<file path="src/rtl/addsub_seq_pkg.sv">
// Shared constants and types for the serial arithmetic blocks.
package addsub_seq_pkg;

    localparam int unsigned NIBBLE_W = 4;

    typedef enum logic [1:0] {
        IDLE = 2'd0,
        RUN  = 2'd1,
        DONE = 2'd2
    } state_e;

endpackage

</file>
<file path="src/rtl/addsub_seq_cla.sv">
// 4-bit carry-lookahead adder slice; also exposes the carry into the MSB
// so callers can derive signed overflow.
module cla_4 (
    input  logic [3:0] a_i,
    input  logic [3:0] b_i,
    input  logic       cin_i,
    output logic [3:0] sum_o,
    output logic       cout_o,
    output logic       cmsb_o
);

    logic [3:0] g;
    logic [3:0] p;
    logic [4:0] c;

    assign g = a_i & b_i;
    assign p = a_i ^ b_i;

    assign c[0] = cin_i;
    assign c[1] = g[0] | (p[0] & c[0]);
    assign c[2] = g[1] | (p[1] & g[0]) | (p[1] & p[0] & c[0]);
    assign c[3] = g[2] | (p[2] & g[1]) | (p[2] & p[1] & g[0])
                | (p[2] & p[1] & p[0] & c[0]);
    assign c[4] = g[3] | (p[3] & g[2]) | (p[3] & p[2] & g[1])
                | (p[3] & p[2] & p[1] & g[0])
                | (p[3] & p[2] & p[1] & p[0] & c[0]);

    assign sum_o  = p ^ c[3:0];
    assign cout_o = c[4];
    assign cmsb_o = c[3];

endmodule

</file>
<file path="src/rtl/addsub_seq.sv">
// Serial WIDTH-bit add/subtract: one nibble per RUN cycle through a single
// 4-bit CLA slice, LSB nibble first.
module addsub_seq #(
    parameter int unsigned WIDTH = 32
) (
    input  logic             clk,
    input  logic             rst,
    input  logic             start,
    input  logic             sub,
    input  logic [WIDTH-1:0] a,
    input  logic [WIDTH-1:0] b,
    output logic             busy,
    output logic             done,
    output logic [WIDTH-1:0] sum,
    output logic             cout,
    output logic             ovf
);

    import addsub_seq_pkg::*;

    localparam int unsigned N  = WIDTH / NIBBLE_W;
    localparam int unsigned CW = $clog2(N);
    localparam logic [CW-1:0] LAST = CW'(N - 1);

    state_e               state_q, state_d;
    logic [WIDTH-1:0]     a_q, a_d, b_q, b_d, sum_q, sum_d;
    logic                 carry_q, carry_d, cout_q, cout_d, ovf_q, ovf_d;
    logic [CW-1:0]        cnt_q, cnt_d;
    logic [NIBBLE_W-1:0]  a_nib, b_nib, s_nib;
    logic                 s_cout, s_cmsb;
    logic                 accept, last;

    always_comb begin
        a_nib = '0;
        b_nib = '0;
        for (int unsigned k = 0; k < N; k++) begin
            if (cnt_q == CW'(k)) begin
                a_nib = a_q[k*NIBBLE_W +: NIBBLE_W];
                b_nib = b_q[k*NIBBLE_W +: NIBBLE_W];
            end
        end
    end

    cla_4 u_cla (
        .a_i    (a_nib),
        .b_i    (b_nib),
        .cin_i  (carry_q),
        .sum_o  (s_nib),
        .cout_o (s_cout),
        .cmsb_o (s_cmsb)
    );

    always_comb begin
        state_d = state_q;
        a_d     = a_q;
        b_d     = b_q;
        sum_d   = sum_q;
        carry_d = carry_q;
        cout_d  = cout_q;
        ovf_d   = ovf_q;
        cnt_d   = cnt_q;
        accept  = start && (state_q != RUN);
        last    = (cnt_q == LAST);

        case (state_q)
            IDLE: if (start) state_d = RUN;
            RUN: begin
                for (int unsigned k = 0; k < N; k++) begin
                    if (cnt_q == CW'(k)) sum_d[k*NIBBLE_W +: NIBBLE_W] = s_nib;
                end
                carry_d = s_cout;
                cnt_d   = last ? cnt_q : cnt_q + 1'b1;
                if (last) begin
                    cout_d  = s_cout;
                    ovf_d   = s_cout ^ s_cmsb;
                    state_d = DONE;
                end
            end
            DONE:    state_d = start ? RUN : IDLE;
            default: state_d = IDLE;
        endcase

        // Subtraction is a + ~b + 1: invert b once here, seed the carry with sub.
        if (accept) begin
            a_d     = a;
            b_d     = b ^ {WIDTH{sub}};
            carry_d = sub;
            cnt_d   = '0;
        end
    end

    always_ff @(posedge clk) begin
        if (rst) begin
            state_q <= IDLE;
            a_q     <= '0;
            b_q     <= '0;
            sum_q   <= '0;
            carry_q <= 1'b0;
            cout_q  <= 1'b0;
            ovf_q   <= 1'b0;
            cnt_q   <= '0;
        end else begin
            state_q <= state_d;
            a_q     <= a_d;
            b_q     <= b_d;
            sum_q   <= sum_d;
            carry_q <= carry_d;
            cout_q  <= cout_d;
            ovf_q   <= ovf_d;
            cnt_q   <= cnt_d;
        end
    end

    assign busy = (state_q == RUN);
    assign done = (state_q == DONE);
    assign sum  = sum_q;
    assign cout = cout_q;
    assign ovf  = ovf_q;

endmodule

</file>
<file path="config.mk">
export PLATFORM = sky130hd
export DESIGN_NAME = addsub_seq
export DESIGN_NICKNAME = d
export VERILOG_FILES = /design/src/rtl/addsub_seq_pkg.sv /design/src/rtl/addsub_seq_cla.sv /design/src/rtl/addsub_seq.sv
export SDC_FILE = /design/constraint.sdc
export NUM_CORES = 1
export LEC_CHECK = 0
export ABC_CLOCK_PERIOD_IN_PS = 7100
export CELL_PAD_IN_SITES_DETAIL_PLACEMENT = 1
export CELL_PAD_IN_SITES_GLOBAL_PLACEMENT = 1
export CORE_AREA = 2 2 134 136
export DETAILED_ROUTE_END_ITERATION = 12
export DIE_AREA = 0 0 136 138
export PLACE_DENSITY_LB_ADDON = 0.08
export REMOVE_ABC_BUFFERS = 1
export SLEW_MARGIN = 30
export SYNTH_ARGS = -nofsm -noshare
export SYNTH_HDL_FRONTEND = slang
export SYNTH_SLANG_ARGS = --single-unit
</file>
<file path="constraint.sdc">
create_clock -name clk -period 7.1 [get_ports clk]
set_input_delay 2.13 -clock clk [delete_from_list [all_inputs] [get_ports clk]]
set_output_delay 2.13 -clock clk [all_outputs]
set_load 0.01 [all_outputs]
</file>
==> out/results.ini, run 1 <==
[outcome]
outcome = completed

[critical_path]
crit_required_ns = 7.31
critPathLaunchType = register
crit_fanout = 19
worstPathArrival_ns = 5.04
end_kind = register
worstSetupPathType = reg2reg

[drt]
antenna_left = 0
wl_um = 14900
routed_via_density = 4.86
initialDrtViolationCount = 194
post-route-drc-count = 0
drt-wirelength-per-cell_um = 16.3
vias = 4437
drtPass1Iterations = 4

[cells_and_area]
areaGrowthSynthToFinish_pct = 26.7
final_cells = 913
fill_cells = 2089
stdcell_area_mm2 = 0.00645
fin_nets = 758
diodes = 0
layout_commonest_cell = nand2_1
mostFrequentLayoutCells = nand2_1 (113), dfxtp_1 (104), clkdlybuf4s50_1 (101), a21oi_1 (68), nor2_1 (65)
drive_gt1_frac = 0.0702

[synthesis]
ys_seq_area_frac = 0.409
syn_area_mm2 = 0.00509
ys_ff_latch = 104
avgSynthCellArea_um2 = 8.35
postSynthCellCount = 610
synth.distinct_cells = 44
yosysWarningCount = 0

[worst_hold_path]
hold_path_class = reg2reg

[sta]
finClkSkew_ns = 0.00970
fin_crit_sh = 0.681
max_freq_mhz = 207
slew_headroom = 0.373
drv_slew = 0
hold_viol_final = 0
rsz0062_at_grt = no
worstMarginPinSlew_ns = 0.940
setup_violations = 0
fin_crit_ns = 4.83
fin_setup_tns_ns = 0
setup_slack_ns = 2.27

[clock_tree]
clock_sinks = 104
cts_resized = 0
insertion_delay_ns = 0.35
clockRootBuffer = clkbuf_16
post_cts_buffers = 0
cts_buffer_depth = 2
path_clk_slew_ns = 0.07
htreeDepth = 3
cts_hold_buf = 0
cts_buffers = 9
tritoncts = done

[pwr]
peakVddDrop_mv = 0.120
powerDensity_mw_per_mm2 = 221
leakage_uw = 0.00227
power_uw = 1430

[placement]
hpwl_um = 10500
dp.cells = 897
post-place-ws_ns = 2.18
io_buffers = 103
gp_congestion = 0.769
placedInstanceArea_mm2 = 0.00612

[floorplanning]
rows = 49
die_w_um = 136
initial_core_util = 0.290
die_area_mm2 = 0.0188
num_io_pins = 104
fp.coreArea_mm2 = 0.0175
die_y_um = 138

[grt]
gr-total-overflow = 0
grt_use_total = 0.165
grt_pass1_wl_um = 24200
grt_pass1_vias = 4596
antenna_found_initial = 0
grt_max_degree = 68

[run]
maxCapViolCount = 0

==> stage by stage <==
| step | util | hold WS [ns] |
|---|---|---|
| 4_1_cts | 0.368 | 0.455 |
| 5_1_grt | 0.368 | 0.478 |
| 6_report | 0.368 | 0.453 |
| 3_5_place_dp | 0.349 | 0.445 |
| 3_3_place_gp | 0.349 | 0.440 |
| 2_1_floorplan | - | 0.425 |
==> layer usage <==
layer / part of all wire / global-route usage / vias up
met5: 0 / 0 / -
met4: 0.013 / 0.0543 / 0
met3: 0.029 / 0.0253 / 10
met2: 0.48 / 0.274 / 67
met1: 0.48 / 0.218 / 2127
li1: - / - / 2233
==> kinds of logic (layout without fill, tap and decap cells) <==
group | after synthesis | in the layout | share of synthesized area
compound gates | 174 | 174 | 0.243
simple gates | 223 | 223 | 0.187
buf+inv | 65 | 139 | 0.0749
xor+xnor | 33 | 33 | 0.0568
fa+ha+maj | 11 | 11 | 0.0285
flops | 104 | 104 | 0.409
==> worst max-delay path, cell delays in order (launching register included) <==
cell	delay [ns]
dfxtp_1	0.59
inv_1	0.47
ha_1	0.75
a21boi_0	0.61
a22o_1	0.26
a211oi_1	0.08
nor2_1	0.28
ha_1	0.31
a211oi_1	0.31
or2_1	0.44
a21o_1	0.44
o31ai_1	0.13
==> state kept, by name, summed over array words and instances (netlist names) <==
register and cells:
a_q 32, b_q 32, sum 32, cnt_q 3, state_q 2, carry_q 1
cout 1, ovf 1
==> synth_stat cells <==
| cell | n | area (µm²) |
|---|---|---|
| nand2_1 | 113 | 424 |
| dfxtp_1 | 104 | 2080 |
| a21oi_1 | 68 | 340 |
| nor2_1 | 65 | 244 |
| xnor2_1 | 29 | 254 |
| a211oi_1 | 28 | 210 |
| a211oi_2 | 20 | 250 |
| buf_2 | 18 | 90.1 |
| clkbuf_1 | 15 | 56.3 |
| inv_1 | 14 | 52.6 |
| o31ai_1 | 11 | 82.6 |
| ha_1 | 10 | 125 |
| nand3_1 | 10 | 50.1 |
| nand3b_1 | 10 | 75.1 |
| a21o_1 | 8 | 60.1 |
| buf_6 | 8 | 90.1 |
| o21ai_0 | 8 | 40.0 |
| a22o_1 | 6 | 52.6 |
| nand2b_1 | 6 | 37.5 |
| nor2b_1 | 6 | 37.5 |
| and2_1 | 5 | 31.3 |
| o211ai_1 | 5 | 37.5 |
| o32ai_1 | 5 | 43.8 |
| a22oi_1 | 4 | 30.0 |
| xor2_1 | 4 | 35.0 |
| a221oi_1 | 3 | 26.3 |
| buf_4 | 3 | 22.5 |
| clkbuf_8 | 3 | 41.3 |
| o311ai_0 | 3 | 26.3 |
| a311oi_1 | 2 | 17.5 |
| and3_1 | 2 | 12.5 |
| nor3_1 | 2 | 10.0 |
| a211o_2 | 1 | 10.0 |
| a21boi_0 | 1 | 7.51 |
| and3_2 | 1 | 7.51 |
| buf_1 | 1 | 3.75 |
| clkbuf_2 | 1 | 5.00 |
| clkdlybuf4s50_2 | 1 | 11.3 |
| dlygate4sd1_1 | 1 | 8.76 |
| fa_1 | 1 | 20.0 |
| nand4_1 | 1 | 6.26 |
| nor3b_2 | 1 | 12.5 |
| o21ai_1 | 1 | 5.00 |
| or2_1 | 1 | 6.26 |
==> where the power goes <==
group | total (µW) | internal (µW) | switching [µW] | leakage [µW]
sequential | 633 | 615 | 17.3 | 0.000852
clock | 551 | 328 | 223 | 0.000165
combinational | 242 | 103 | 139 | 0.00125
==> area by class of cell <==
cell class	instances	area (µm²)	area share
Inverter	14	52.6	0.00815
Timing Repair Buffer	109	1070	0.166
Sequential cell	104	2080	0.323
Multi-Input combinational cell	441	2630	0.408
Clock buffer	11	253	0.0392
Tap cell	229	287	0.0444
Clock inverter	5	78.8	0.0122
==> worst paths after layout <==
path / start / to / slack, ns / depth (start not counted)
setup / recovery: cnt_q[2] / sum[15] / 2.27 / 11
hold / removal: a_q[24] / a_q[24] / 0.45 / 2
setup reg to reg: cnt_q[2] / sum[15] / 2.27 / 11
hold reg to reg: a_q[24] / a_q[24] / 0.45 / 2
(Power assumes the default switching activity.)
==> run 2: changes to the inputs <==
Settings changed: ABC_CLOCK_PERIOD_IN_PS 7100 to 4200.
Clock period 7.1 ns to 4.2 ns, I/O delays scaled along.
==> run 2 against run 1 <==
Net effect: first-iteration DRC count increased by 1.5%; die area unchanged; register-to-register slack got worse by 1.7 ns; clock skew decreased by 0.0052 ns; worst setup slack got worse by 1.7 ns; maximum frequency increased by 32%; routed wire length decreased by 1.1%; power increased by 65%; critical path depth increased by 1; via count increased by 0.43%; hold slack improved by 0.0013 ns.
==> out/results.ini, run 2 (synthesis results as in run 1) <==
[critical_path]
crit_required_ns = 4.41  ; was 7.31 ns
timing.rr.end = sum[23]  ; was sum[15]
path_cells = inv_1, ha_1, a21boi_0, a22o_1, a211oi_1, nor2_1, ha_1, a211oi_1, or2_1, buf_4, a21o_1, o31ai_1  ; was inv_1, ha_1, a21boi_0, a22o_1, a211oi_1, nor2_1, ha_1, a211oi_1, or2_1, a21o_1, o31ai_1
r2r_start = cnt_q[0]  ; was cnt_q[2]
cp_num_cells = 12  ; was 11
slowest_stage = ha_1  ; unchanged
worstPathArrival_ns = 3.86  ; was 5.04 ns
reg2reg_depth = 12  ; was 11
end_kind = register  ; unchanged
slowest_delay_ns = 0.59  ; was 0.75 ns
crit_family = compound AO/OA/AOI/OAI gates  ; unchanged
crit_fanout = 15  ; was 19
worstSetupPathType = reg2reg  ; unchanged
r2r_slack_ns = 0.55  ; was 2.27 ns
critPathBufInv = 2  ; was 1
critPathLaunchType = register  ; unchanged

[cells_and_area]
mostFrequentLayoutCells = nand2_1 (113), dfxtp_1 (104), clkdlybuf4s50_1 (101), a21oi_1 (68), nor2_1 (65)  ; unchanged
fin_util = 0.371  ; was 0.368
fill_cells = 2064  ; was 2089
areaGrowthSynthToFinish_pct = 27.8  ; was 26.7%
drive_gt1_frac = 0.0767  ; was 0.0702
layout_commonest_cell = nand2_1  ; unchanged
final_cells = 920  ; was 913
diodes = 0  ; unchanged
fin_nets = 765  ; was 758

[sta]
finClkSkew_ns = 0.00454  ; was 0.00970 ns
setup_slack_ns = 0.550  ; was 2.27 ns
whs_ns = 0.454  ; was 0.453 ns
hold_viol_final = 0  ; unchanged
setup_violations = 0  ; unchanged
slew_headroom = 0.394  ; was 0.373
rsz0062_at_grt = no  ; unchanged
fin_crit_ns = 3.65  ; was 4.83 ns
fin_crit_sh = 0.869  ; was 0.681
fin_setup_tns_ns = 0  ; unchanged
drv_slew = 0  ; unchanged
worstMarginPinSlew_ns = 0.909  ; was 0.940 ns
max_freq_mhz = 274  ; was 207 MHz

[drt]
initialDrtViolationCount = 197  ; was 194
route.met2.wl_um = 6910  ; was 7180 µm
wl_met1_um = 7090  ; was 7100 µm
drtPass1Iterations = 4  ; unchanged
routed_via_density = 4.84  ; was 4.86
drt-wirelength-per-cell_um = 16.0  ; was 16.3 µm
post-route-drc-count = 0  ; unchanged
top_layer_used = met4  ; unchanged
antenna_left = 0  ; unchanged
wl_um = 14700  ; was 14900 µm
route.met3.wl_um = 474  ; was 437 µm
vias = 4456  ; was 4437

[clock_tree]
htreeDepth = 3  ; unchanged
tritoncts = done  ; unchanged
cts_hold_buf = 0  ; unchanged
post_cts_buffers = 0  ; unchanged
cts_buffer_depth = 2  ; unchanged
insertion_delay_ns = 0.35  ; about the same
cts_resized = 0  ; unchanged
clock_sinks = 104  ; unchanged
cts_buffers = 9  ; unchanged
clockRootBuffer = clkbuf_16  ; unchanged
path_clk_slew_ns = 0.07  ; about the same

[placement]
dp.cells = 904  ; was 897
io_buffers = 103  ; unchanged
hpwl_um = 11000  ; was 10500 µm
post-place-ws_ns = 0.533  ; was 2.18 ns
gp_congestion = 0.827  ; was 0.769

[floorplanning]
fp.coreArea_mm2 = 0.0175  ; unchanged
die_y_um = 138  ; unchanged
initial_core_util = 0.290  ; unchanged
rows = 49  ; unchanged
num_io_pins = 104  ; unchanged
die_area_mm2 = 0.0188  ; unchanged
die_w_um = 136  ; unchanged

[run]
maxCapViolCount = 0  ; unchanged

[grt]
grt_use_total = 0.164  ; was 0.165
gr-total-overflow = 0  ; unchanged
grt_pass1_wl_um = 24400  ; was 24200 µm
grt_pass1_vias = 4661  ; was 4596
grt_max_degree = 70  ; was 68
antenna_found_initial = 0  ; unchanged

[worst_hold_path]
worstHoldEndpoint = sum[28]  ; was a_q[24]
hold_depth = 2  ; unchanged
min_from = sum[28]  ; was a_q[24]
hold_path_class = reg2reg  ; unchanged

[pwr]
powerDensity_mw_per_mm2 = 362  ; was 221 mW/mm²
peakVddDrop_mv = 0.214  ; was 0.120 mV
leakage_uw = 0.00230  ; was 0.00227 µW

[outcome]
outcome = completed  ; unchanged

[run 2: changes by cell type in the layout (fill, tap and decap cells not counted)]
cell       delta
buf_12        +3
buf_4         +4
bufinv_16     -1
clkbuf_1      +2
clkinv_4      -1
[run 2: power breakdown]
| group | total [µW] | switching, µW | internal (µW) |
|---|---|---|---|
| registers | 1080 | 36.1 | 1040 |
| clock network | 865 | 371 | 494 |
| logic | 415 | 227 | 188 |
| total | 2360 | 634 | 1720 |
[run 2: per-layer routing]
metal / vias to the layer above / global-route usage
met2: 77 / 0.265
li1: 2248 / -
met4: 0 / 0.0620
met3: 19 / 0.0260
met5: - / 0
met1: 2112 / 0.219
[run 2: through the flow]
stage	area [µm²]	power, µW
finish	6510	2360
global route	6510	2480
CTS	6510	2390
detailed placement	6210	1520
global placement	6210	1510
floorplan	4760	1310
[run 2: worst max path at each step]
stage / from / slack, ns / end
floorplan: start / 0.73 / b_q[10]
global placement: cnt_q[0] / 0.70 / sum[19]
detailed placement: cnt_q[0] / 0.53 / sum[23]
CTS: cnt_q[0] / 0.49 / sum[23]
global route: cnt_q[0] / 0.11 / sum[19]
finish: cnt_q[0] / 0.55 / sum[23]
[run 2: final cells by class]
| type | instances | area, µm² | share of cell area |
|---|---|---|---|
| Timing Repair Buffer | 116 | 1160 | 0.178 |
| Multi-Input combinational cell | 441 | 2630 | 0.404 |
| Clock buffer | 13 | 260 | 0.0400 |
| Inverter | 14 | 52.6 | 0.00807 |
| Tap cell | 229 | 287 | 0.0440 |
| Sequential cell | 104 | 2080 | 0.320 |
| Clock inverter | 3 | 40.0 | 0.00615 |
[run 2: worst min-delay path: stages, from the launching register on]
cell     delay (ns)
dfxtp_1        0.31
nand2_1        0.05
a21oi_1        0.05
